## config.mk

```make
export PLATFORM = sky130hd
export DESIGN_NAME = sram_arbiter
export DESIGN_NICKNAME = d
export VERILOG_FILES = /design/src/rtl/sram_arb_pkg.sv /design/src/rtl/sram_arb_starve_ctr.sv /design/src/rtl/sram_arbiter.sv
export SDC_FILE = /design/constraint.sdc
export NUM_CORES = 1
export LEC_CHECK = 0
export CAP_MARGIN = 30
export CORE_AREA = 2 2 87 89
export DETAILED_ROUTE_END_ITERATION = 8
export DIE_AREA = 0 0 89 91
export PLACE_DENSITY = 0.77
export SLEW_MARGIN = 20
export SYNTH_ARGS = -nofsm -noshare
export SYNTH_HDL_FRONTEND = slang
export SYNTH_SLANG_ARGS = --single-unit
export TNS_END_PERCENT = 20
```

## constraint.sdc

```tcl
create_clock -name clk -period 1 [get_ports clk]
set_clock_uncertainty 0.2 [all_clocks]
set_input_delay 0.1 -clock clk [delete_from_list [all_inputs] [get_ports clk]]
set_output_delay 0.1 -clock clk [all_outputs]
set_load 0.05 [all_outputs]
```

## src/rtl/sram_arb_pkg.sv

```systemverilog
// Shared widths and read-owner encoding for the SRAM arbiter slice.
package sram_arb_pkg;

  localparam int ADDR_W = 16;
  localparam int DATA_W = 32;

  typedef enum logic [1:0] {
    OWN_NONE = 2'd0,
    OWN_CPU  = 2'd1,
    OWN_DMA  = 2'd2
  } owner_e;

endpackage

```

## src/rtl/sram_arb_starve_ctr.sv

```systemverilog
// Counts consecutive denied DMA request cycles; o_force says DMA must win now.
module sram_arb_starve_ctr #(
  parameter int LIMIT = 4
) (
  input  logic clk,
  input  logic reset,
  input  logic i_dma_req,
  input  logic i_dma_gnt,
  output logic o_force
);

  localparam int CW = (LIMIT < 1) ? 1 : $clog2(LIMIT + 1);

  logic [CW-1:0] r_cnt;

  // Any grant or a dropped request ends the starvation run.
  always_ff @(posedge clk) begin
    if (reset || !i_dma_req || i_dma_gnt) begin
      r_cnt <= '0;
    end else if (r_cnt < CW'(LIMIT)) begin
      r_cnt <= r_cnt + 1'b1;
    end
  end

  assign o_force = i_dma_req && (r_cnt == CW'(LIMIT));

endmodule

```

## src/rtl/sram_arbiter.sv

```systemverilog
// Single-port SRAM arbiter, CPU priority with zero-latency command issue.
// Optional DMA starvation guard compiled in with SRAM_ARB_STARVE_GUARD_EN.
module sram_arbiter
  import sram_arb_pkg::*;
#(
  parameter int STARVE_LIMIT = 4
) (
  input  logic              clk,
  input  logic              reset,
  input  logic              cpu_req,
  input  logic              cpu_we,
  input  logic [ADDR_W-1:0] cpu_addr,
  input  logic [DATA_W-1:0] cpu_di,
  output logic              cpu_gnt,
  output logic              cpu_rvalid,
  input  logic              dma_req,
  input  logic              dma_we,
  input  logic [ADDR_W-1:0] dma_addr,
  input  logic [DATA_W-1:0] dma_di,
  output logic              dma_gnt,
  output logic              dma_rvalid,
  output logic [ADDR_W-1:0] sram_ADDR,
  output logic [DATA_W-1:0] sram_DI,
  output logic              sram_EN,
  output logic              sram_WE,
  input  logic [DATA_W-1:0] sram_DO,
  output logic [DATA_W-1:0] rdata,
  output owner_e            o_dbg_owner
);

  logic   w_force;
  logic   w_cpu_win;
  logic   w_dma_win;
  owner_e r_owner;

`ifdef SRAM_ARB_STARVE_GUARD_EN
  sram_arb_starve_ctr #(
    .LIMIT (STARVE_LIMIT)
  ) u_starve_ctr (
    .clk       (clk),
    .reset     (reset),
    .i_dma_req (dma_req),
    .i_dma_gnt (w_dma_win),
    .o_force   (w_force)
  );
`else
  logic w_unused_starve_limit;
  assign w_unused_starve_limit = (STARVE_LIMIT == 0);
  assign w_force = 1'b0;
`endif

  // Reset masks both grants so nothing reaches the SRAM while it is held.
  assign w_dma_win = !reset && dma_req && (!cpu_req || w_force);
  assign w_cpu_win = !reset && cpu_req && !w_dma_win;

  assign cpu_gnt = w_cpu_win;
  assign dma_gnt = w_dma_win;

  always_comb begin
    sram_EN   = 1'b0;
    sram_WE   = 1'b0;
    sram_ADDR = '0;
    sram_DI   = '0;
    if (w_cpu_win) begin
      sram_EN   = 1'b1;
      sram_WE   = cpu_we;
      sram_ADDR = cpu_addr;
      sram_DI   = cpu_di;
    end else if (w_dma_win) begin
      sram_EN   = 1'b1;
      sram_WE   = dma_we;
      sram_ADDR = dma_addr;
      sram_DI   = dma_di;
    end
  end

  always_ff @(posedge clk) begin
    if (reset) begin
      r_owner <= OWN_NONE;
    end else if (w_cpu_win && !cpu_we) begin
      r_owner <= OWN_CPU;
    end else if (w_dma_win && !dma_we) begin
      r_owner <= OWN_DMA;
    end else begin
      r_owner <= OWN_NONE;
    end
  end

  // Reset in the data-return cycle drops the pending read result.
  assign cpu_rvalid  = !reset && (r_owner == OWN_CPU);
  assign dma_rvalid  = !reset && (r_owner == OWN_DMA);
  assign rdata       = sram_DO;
  assign o_dbg_owner = r_owner;

endmodule

```

### Word-level counts from Yosys, hierarchy flattened

Cells that the tools add are included.

| word-level totals | value |
|---|---|
| memories kept | 0 |
| bits in registers | 2 |
| bits in writable memories | 0 |
| memory bits (read-only) | 0 |
| bits in latches | 0 |
| input port bits | 134 |
| output and inout port bits | 88 |

| cells by class | value |
|---|---|
| add/subtract/negate cells | 0 |
| $mul | 0 |
| equality and inequality tests | 2 |
| bitwise operators | 0 |
| shift operators | 0 |
| div/mod/pow operators | 0 |
| reductions and logical operators | 14 |
| order comparisons | 0 |
| multiplexer cells | 10 |

Operator list:

| kind | count |
|---|---|
| $mux 32 | 2 |
| $mux 16 | 2 |
| $logic_and 1x1->1 | 8 |
| $logic_not 1->1 | 5 |
| $mux 1 | 5 |
| $eq 2x1->1 const B | 1 |
| $eq 2x2->1 const B | 1 |
| $mux 2 | 1 |
| $reduce_or 2->1 | 1 |

### Depth between registers and ports, before layout

Gate-level depths: netlist of run 1.

| logic depth | value |
|---|---|
| depth after elaboration | 7 |
| depth in mapped cells | 4 |
| gate-level depth less buffers | 2 |

### Least setup slack after synthesis of run 1

OpenSTA, ideal clock, no wires.

| timing | value |
|---|---|
| kind | flip-flop to output port |
| from | reg r_owner[0] (netlist: o_dbg_owner[0]) |
| to | out cpu_rvalid |
| buffers on the path | 0 |
| slack | -1.151 ns |
| stages on the path, launching flop included | 2 |
| arrival time | 1.851 ns |
| path through | dfxtp_1 > nor3b_1 |

| on the way | value |
|---|---|
| word-level cells in the longest chain between the ends | 2 |

Ends and longest elaborated chain:

| item | RTL line | source |
|---|---|---|
| start: declaration | sram_arbiter.sv:34 | `owner_e r_owner;` |
| start signal: assignment | sram_arbiter.sv:79 | `r_owner <= OWN_NONE;` |
| start signal: assignment | sram_arbiter.sv:81 | `r_owner <= OWN_CPU;` |
| start signal: assignment | sram_arbiter.sv:83 | `r_owner <= OWN_DMA;` |
| $eq 2x1->1 | sram_arbiter.sv:90 | `assign cpu_rvalid = !reset && (r_owner == OWN_CPU);` |
| $logic_and 1x1->1 | sram_arbiter.sv:90 |  |
| end: declaration | sram_arbiter.sv:15 | `output logic cpu_rvalid,` |

No other way between the ends.

### Worst setup path after layout of run 1

| timing | value |
|---|---|
| from | in cpu_req |
| to | out sram_DI[4] |

| on the way | value |
|---|---|
| word-level cells in the longest chain between the ends | 5 |
| elaborated cells between the ends (all ways) | 7 |
| those cells by class | mux (2); reduce/logical (5) |

Ends and longest elaborated chain:

| item | RTL line | source |
|---|---|---|
| start: declaration | sram_arbiter.sv:10 | `input logic cpu_req,` |
| $logic_not 1->1 | sram_arbiter.sv:53 | `assign w_dma_win = !reset && dma_req && (!cpu_req \|\| w_force);` |
| $logic_and 1x1->1 | sram_arbiter.sv:53 |  |
| $logic_not 1->1 | sram_arbiter.sv:54 | `assign w_cpu_win = !reset && cpu_req && !w_dma_win;` |
| $logic_and 1x1->1 | sram_arbiter.sv:54 |  |
| $mux 32 * | sram_arbiter.sv:64 | `if (w_cpu_win) begin` |
| end: declaration | sram_arbiter.sv:23 | `output logic [DATA_W-1:0] sram_DI,` |

Mark *: on every way between the ends. The rest lies on a longest branch, timed or not.

==> results of run 1 <==
[cell usage in the layout, fill, tap and decap left out]
cell type | Yosys | final
clkdlybuf4s50_1 | 0 | 98
buf_12 | 0 | 63
a32o_2 | 0 | 49
buf_4 | 33 | 5
buf_16 | 0 | 4
buf_6 | 5 | 4
nor2_4 | 0 | 3
clkbuf_8 | 0 | 3
nor3b_4 | 0 | 2
buf_8 | 0 | 2
dfxtp_4 | 0 | 2
nor2b_4 | 0 | 1
and2_4 | 0 | 1
nor4b_2 | 0 | 1
nor2b_1 | 2 | 1
[timing repair]
action	4_1_cts	5_1_grt
cloned	4	0
endpoints found under the hold margin	1	1
endpoints found under the setup margin	58	56
gates resized for setup	26	1
pin swaps	6	8
setup buffers	3	0
[worst max-delay path by stage]
| stage | startpoint | to | slack [ps] | depth (start not counted) |
|---|---|---|---|---|
| final | cpu_req | sram_DI[4] | -320 | 6 |
| after global routing | cpu_req | sram_DI[3] | -340 | 6 |
| after CTS | cpu_req | sram_ADDR[11] | -320 | 6 |
| after detailed placement | cpu_req | sram_DI[9] | -730 | 5 |
| after global placement | cpu_req | sram_DI[9] | -710 | 5 |
| after floorplan | o_dbg_owner[0] | cpu_rvalid | -270 | 1 |
[critical path, delay by kind of cell]
| family | cells | cell delay, ps |
|---|---|---|
| compound gates | 1 | 240 |
| simple gates | 1 | 130 |
| buf+inv | 4 | 540 |
[power breakdown]
group          internal, mW  switching (mW)
logic                  1.08           0.833
clock network         0.254          0.0610
registers            0.0799         0.00376
total                  1.42           0.897
[cell families (layout without fill, tap and decap cells)]
| family | count (synthesis) | in the layout | synth area share (%) |
|---|---|---|---|
| flops | 2 | 2 | 4.27 |
| simple gates | 9 | 9 | 5.74 |
| compound gates | 49 | 49 | 52.3 |
| buf+inv | 49 | 179 | 37.7 |
[layout make-up]
type	count	area (um2)
Tap cell	99	124
Fill cell	658	3790
Multi-Input combinational cell	58	667
Timing Repair Buffer	176	2460
Sequential cell	2	47.5
Clock buffer	3	41.3
[metrics by stage]
step	hold WS [ps]	worst slack [ps]
floorplan	-38.1	-266
global placement	0.341	-707
detailed placement	0.341	-726
CTS	-24.1	-321
global route	-23.4	-341
finish	-21.8	-324
[routing by layer]
layer	vias up	global-route usage, %
met2	88	25.6
met1	725	14.9
met3	22	3.00
met5	-	0
met4	0	4.48
li1	697	-
==> metrics.txt, run 1 <==
die height 91 um; outcome complete, but fails checks; clock sinks 2; CP peak stage delay 240 ps; most common cell in the netlist a32o_1; Worst setup SP type input port; Final Hold Slack -21.8 ps; Leakage 1.48 nW; Die X 89 um; synth top area cells a32o_1 (52%), buf_4 (26%), buf_6 (6.0%), dfxtp_1 (4.3%), buf_2 (3.2%); fmax 0.755 GHz; min Tclk post-route 1320 ps; CTS Buf Count 3; CTS tree yes; I/O pin cnt 222; Finished Cell Area 3340 um2; initial drt markers 45; Vias/cell 4.53; Reg clk slew, reported paths 30 ps; Final ANT Viol Nets 0; sequential fraction of the synthesis area 4.27%; Crit Path Class input port to primary output; Synth Register Bits 2; hold wc startpoint cpu_req; Synth Instances 109; Avg Cell Area, Syn 8.60 um2; Syn-to-layout area delta 257%; Max Used Layer met4; Port-buffer cells 157; Final nets 375; initial antenna violation count 0; CTS root buf clkbuf_8; wire length on met2 3120 um; violated checks negative hold slack, negative setup slack; Initial Util 13.1%; HP Class input port to register; commonest cells in the synthesized netlist a32o_1 (49), buf_4 (33), buf_2 (6), buf_6 (5), clkbuf_1 (5); layout cell share with drive strength beyond 1 58.6%; setup TNS -15900 ps; # DRC 0; Max Buffers Root-to-Sink 2; WP data arrival 1020 ps; Max-cap violations 0; area leader, netlist a32o_1; headroom to the max-slew limit 86.7%; wire per inst 17.4 um; ys async rst share 0%; DP HPWL 4460 um; via count 1532; endpoint type of the worst setup path primary output; Total Wirelength 5890 um; GRT Total Usage 13.8%; Placed Cells 328; min setup slack post-route -324 ps; Final Max Slew Viols 0; most used cell, CP buf_12; row count 31; hold depth 3; total gr overflow 0; RSZ-0062 raised after global routing true; Fin. Hold Viols 1; antenna diode count 0; actual slew at the worst max-slew pin 200 ps; Synth Flop Type dfxtp_1; top-area cell type share of the netlist area 52.3%; DRT Pass-1 Iters 4; Min-Delay Endpoint o_dbg_owner[1]; Final GP Congestion 0.733; WL met1 2140 um; via count of the first global-routing pass 1612; Tcrit/Tclk final 132%; first-pass GRT wire length 8760 um; CTS H-tree lvls 1; max FFs per register 2; Unique masters post-synth 11; EDFF count, synth 0; critical path cell sequence buf_8, nor2b_4, buf_12, buf_12, a32o_2, buf_12; Crit Path Max Fanout 14; Layout Cells excl Fill 338; mapped cell area 937 um2; yosys warns 0; Final Power 2.31 mW; Setup Viol. Count Final 55; Required @ worst endpoint 700 ps; Power Density 692 nW/um2; Max VDD drop 0.000249 V; Post-DP Area 3110 um2; largest net degree at the start of global routing 28; critical path's slowest cell a32o_2; core area 7140 um2; Synthesized Nets 243; wire length on met3 506 um; fin util 46.9%; die area 8100 um2
Power figures use the tool's default switching activity.
==> run 2, diff against run 1 <==
- MAX_ROUTING_LAYER: not set -> met4
==> metrics.txt, run 2 (synthesis gave the netlist of run 1 again) <==
register area 47.5 um2; Power Density 691 nW/um2; Max-cap violations 0; CTS Buf Count 3; GRT Total Usage 14.1%; Initial Util 13.1%; first-pass GRT wire length 8740 um; Crit Path Class input port to primary output; row count 31; Syn-to-layout area delta 257%; # DRC 0; DP Worst Slack -726 ps; wire per inst 17.4 um; actual slew at the worst max-slew pin 200 ps; Reg clk slew, reported paths 30 ps; clock sinks 2; largest net degree at the start of global routing 28; fmax 0.756 GHz; Required @ worst endpoint 700 ps; CTS H-tree lvls 1; die area 8100 um2; headroom to the max-slew limit 86.7%; outcome complete, but fails checks; Total Wirelength 5880 um; Max Buffers Root-to-Sink 2; Leakage 1.48 nW; WP data arrival 1020 ps; antenna diode count 0; core area 7140 um2; Crit Path Max Fanout 14; endpoint type of the worst setup path primary output; I/O pin cnt 222; CTS root buf clkbuf_8; layout cell share with drive strength beyond 1 58.6%; Setup Viol. Count Final 55; Max VDD drop 0.000248 V; RSZ-0062 raised after global routing true; max FFs per register 2; fin util 46.9%; DP HPWL 4460 um; initial drt markers 45; Fin. Hold Viols 1; CTS tree yes; initial antenna violation count 0; HP Class input port to register; via count 1526; most frequent cells in the layout clkdlybuf4s50_1 (98), buf_12 (63), a32o_2 (49); Die X 89 um; critical path's slowest cell a32o_2; CP peak stage delay 240 ps; most common cell after layout, fill and taps aside clkdlybuf4s50_1; DRT Pass-1 Iters 4; critical path cell sequence buf_8, nor2b_4, buf_12, buf_12, a32o_2, buf_12; Final Hold Slack -21.2 ps; Final ANT Viol Nets 0; min setup slack post-route -323 ps; Worst setup SP type input port; Port-buffer cells 157; Final GP Congestion 0.742; Tcrit/Tclk final 132%; fill count 658; via count of the first global-routing pass 1614; Multi-input gate area 667 um2; violated checks negative hold slack, negative setup slack; min Tclk post-route 1320 ps; die height 91 um; Final Power 2.31 mW; total gr overflow 0; most used cell, CP buf_12; Final Max Slew Viols 0; Final nets 375; Vias/cell 4.51
[run 2: metal layers]
layer	GRT usage, %	part of all wire [%]	routed length, um	up-vias
met2	25.6	53	3130	88
met1	15.1	36	2140	720
li1	-	-	-	696
met3	2.55	8.2	479	22
met5	-	0	0	-
met4	4.48	2.1	123	0
[run 2: stage by stage]
step	cells	setup TNS, ps	cell area (um2)
3_5_place_dp	328	-38230	3110
4_1_cts	338	-15850	3340
6_report	338	-15880	3340
2_1_floorplan	109	-7950	1060
3_3_place_gp	328	-36920	3110
5_1_grt	338	-16880	3340
[run 2: cell type report]
type                    count  share of cell area [%]
flip-flops and latches      2                    1.42
well taps                  99                    3.70
clock buffers               3                    1.23
repair buffers            176                    73.7
multi-input cells          58                    19.9
[run 2: report_power, final]
part	switching [mW]	internal, mW	total, mW
logic	0.832	1.08	1.91
clock network	0.0604	0.254	0.315
registers	0.00373	0.0799	0.0837
[run 2: repair_timing]
action                                  in CTS  in global routing
gates resized for setup                     26                  1
hold endpoints to repair                     1                  1
pin swaps                                    6                  8
endpoints found under the setup margin      58                 56
buffers inserted                             3                  0
gates cloned                                 4                  0
[run 2: final timing paths]
path / startpoint / endpoint / slack, ps / cells past startpoint
worst max-delay path: cpu_req / sram_DI[4] / -320 / 6
worst min-delay path: cpu_req / o_dbg_owner[1] / -20 / 3
[run 2: worst max-delay path, delay by kind of cell]
kind                   cells  cell delay [ps]
AOI/OAI and AO/OA          1              240
and+or+nand+nor            1              130
buffers and inverters      4              530
==> run 3, diff against run 2 <==
- HOLD_SLACK_MARGIN: not set -> 0.1
==> metrics.txt, run 3 (synthesis gave the netlist of run 1 again) <==
outcome complete, but fails checks; violated checks negative hold slack, negative setup slack; fin util 52.5%; DP Worst Slack -726 ps; Required @ worst endpoint 700 ps; Final nets 407; Crit Path Class input port to primary output; DP HPWL 4460 um; CTS root buf clkbuf_8; hold wc startpoint cpu_req; wire per inst 17.1 um; fmax 0.756 GHz; Port-buffer cells 157; largest net degree at the start of global routing 28; GRT Total Usage 14.7%; CTS Buf Count 3; die height 91 um; Hold Buf Count CTS 32; actual slew at the worst max-slew pin 521 ps; CTS tree yes; via count of the first global-routing pass 1739; total gr overflow 0; Leakage 1.90 nW; RSZ-0062 raised after global routing true; Crit Path Max Fanout 14; initial drt markers 43; Placed Cells 328; Setup Viol. Count Final 55; Die X 89 um; clock sinks 2; core area 7140 um2; layout cell share with drive strength beyond 1 51.7%; headroom to the max-slew limit 65.4%; most frequent cells in the layout clkdlybuf4s50_1 (98), buf_12 (63), a32o_2 (49); Initial Util 13.1%; Layout Cells excl Fill 370; most common cell after layout, fill and taps aside clkdlybuf4s50_1; Worst setup SP type input port; die area 8100 um2; via count 1665; setup TNS -15890 ps; Tcrit/Tclk final 132%; WP data arrival 1020 ps; Total Wirelength 6330 um; first-pass GRT wire length 9130 um; antenna diode count 0; Reg clk slew, reported paths 30 ps; Syn-to-layout area delta 300%; Max-cap violations 0; Power Density 717 nW/um2; I/O pin cnt 222; CTS H-tree lvls 1; Max VDD drop 0.000252 V; Final GP Congestion 0.742; Vias/cell 4.50; max FFs per register 2; min setup slack post-route -323 ps; HP Class input port to register; DRT Pass-1 Iters 4; row count 31; CP startpoint cpu_req; min Tclk post-route 1320 ps; endpoint type of the worst setup path primary output; Final ANT Viol Nets 0; Final Hold Slack -21.8 ps; # DRC 0; Fin. Hold Viols 1; initial antenna violation count 0; Max Buffers Root-to-Sink 2; Final Max Slew Viols 0
-- run 3: per-stage QoR --
step / total power, mW / instance area [um2]
2_1_floorplan: 1.17 / 1060
3_3_place_gp: 1.89 / 3110
3_5_place_dp: 1.91 / 3110
4_1_cts: 2.69 / 3660
5_1_grt: 2.79 / 3740
6_report: 2.69 / 3740
-- run 3: cell type report --
type                            instances  area, um2
Timing Repair Buffer                  208       2870
Fill cell                             599       3390
Tap cell                               99        124
Multi-Input combinational cell         58        667
Clock buffer                            3       41.3
Sequential cell                         2       47.5
-- run 3: worst paths after layout --
check             cells past startpoint              to  slack, ps
hold / removal                        3  o_dbg_owner[1]        -20
setup / recovery                      6      sram_DI[9]       -320
-- run 3: where the power goes --
part           leakage, nW  internal [mW]  switching (mW)
Combinational         1.86           1.19            1.10
Sequential          0.0178         0.0799         0.00376
Clock               0.0216          0.254          0.0611
-- run 3: metal layers --
| metal | track usage (%) | wire length (um) |
|---|---|---|
| met4 | 2.24 | 19 |
| met1 | 15.2 | 2280 |
| met3 | 2.00 | 504 |
| met2 | 29.0 | 3520 |
| met5 | - | 0 |
-- run 3: critical path, stage by stage --
cell and delay, ps:
buf_8 100, nor2b_4 130, buf_12 150, buf_12 140, a32o_2 240, buf_12 150
-- run 3: repair_timing --
| item | in CTS | in global routing |
|---|---|---|
| pin swaps | 6 | 8 |
| gates resized for setup | 26 | 33 |
| hold endpoints to repair | 33 | 1 |
| setup buffers | 3 | 0 |
| gates cloned | 4 | 0 |
| endpoints found under the setup margin | 58 | 88 |
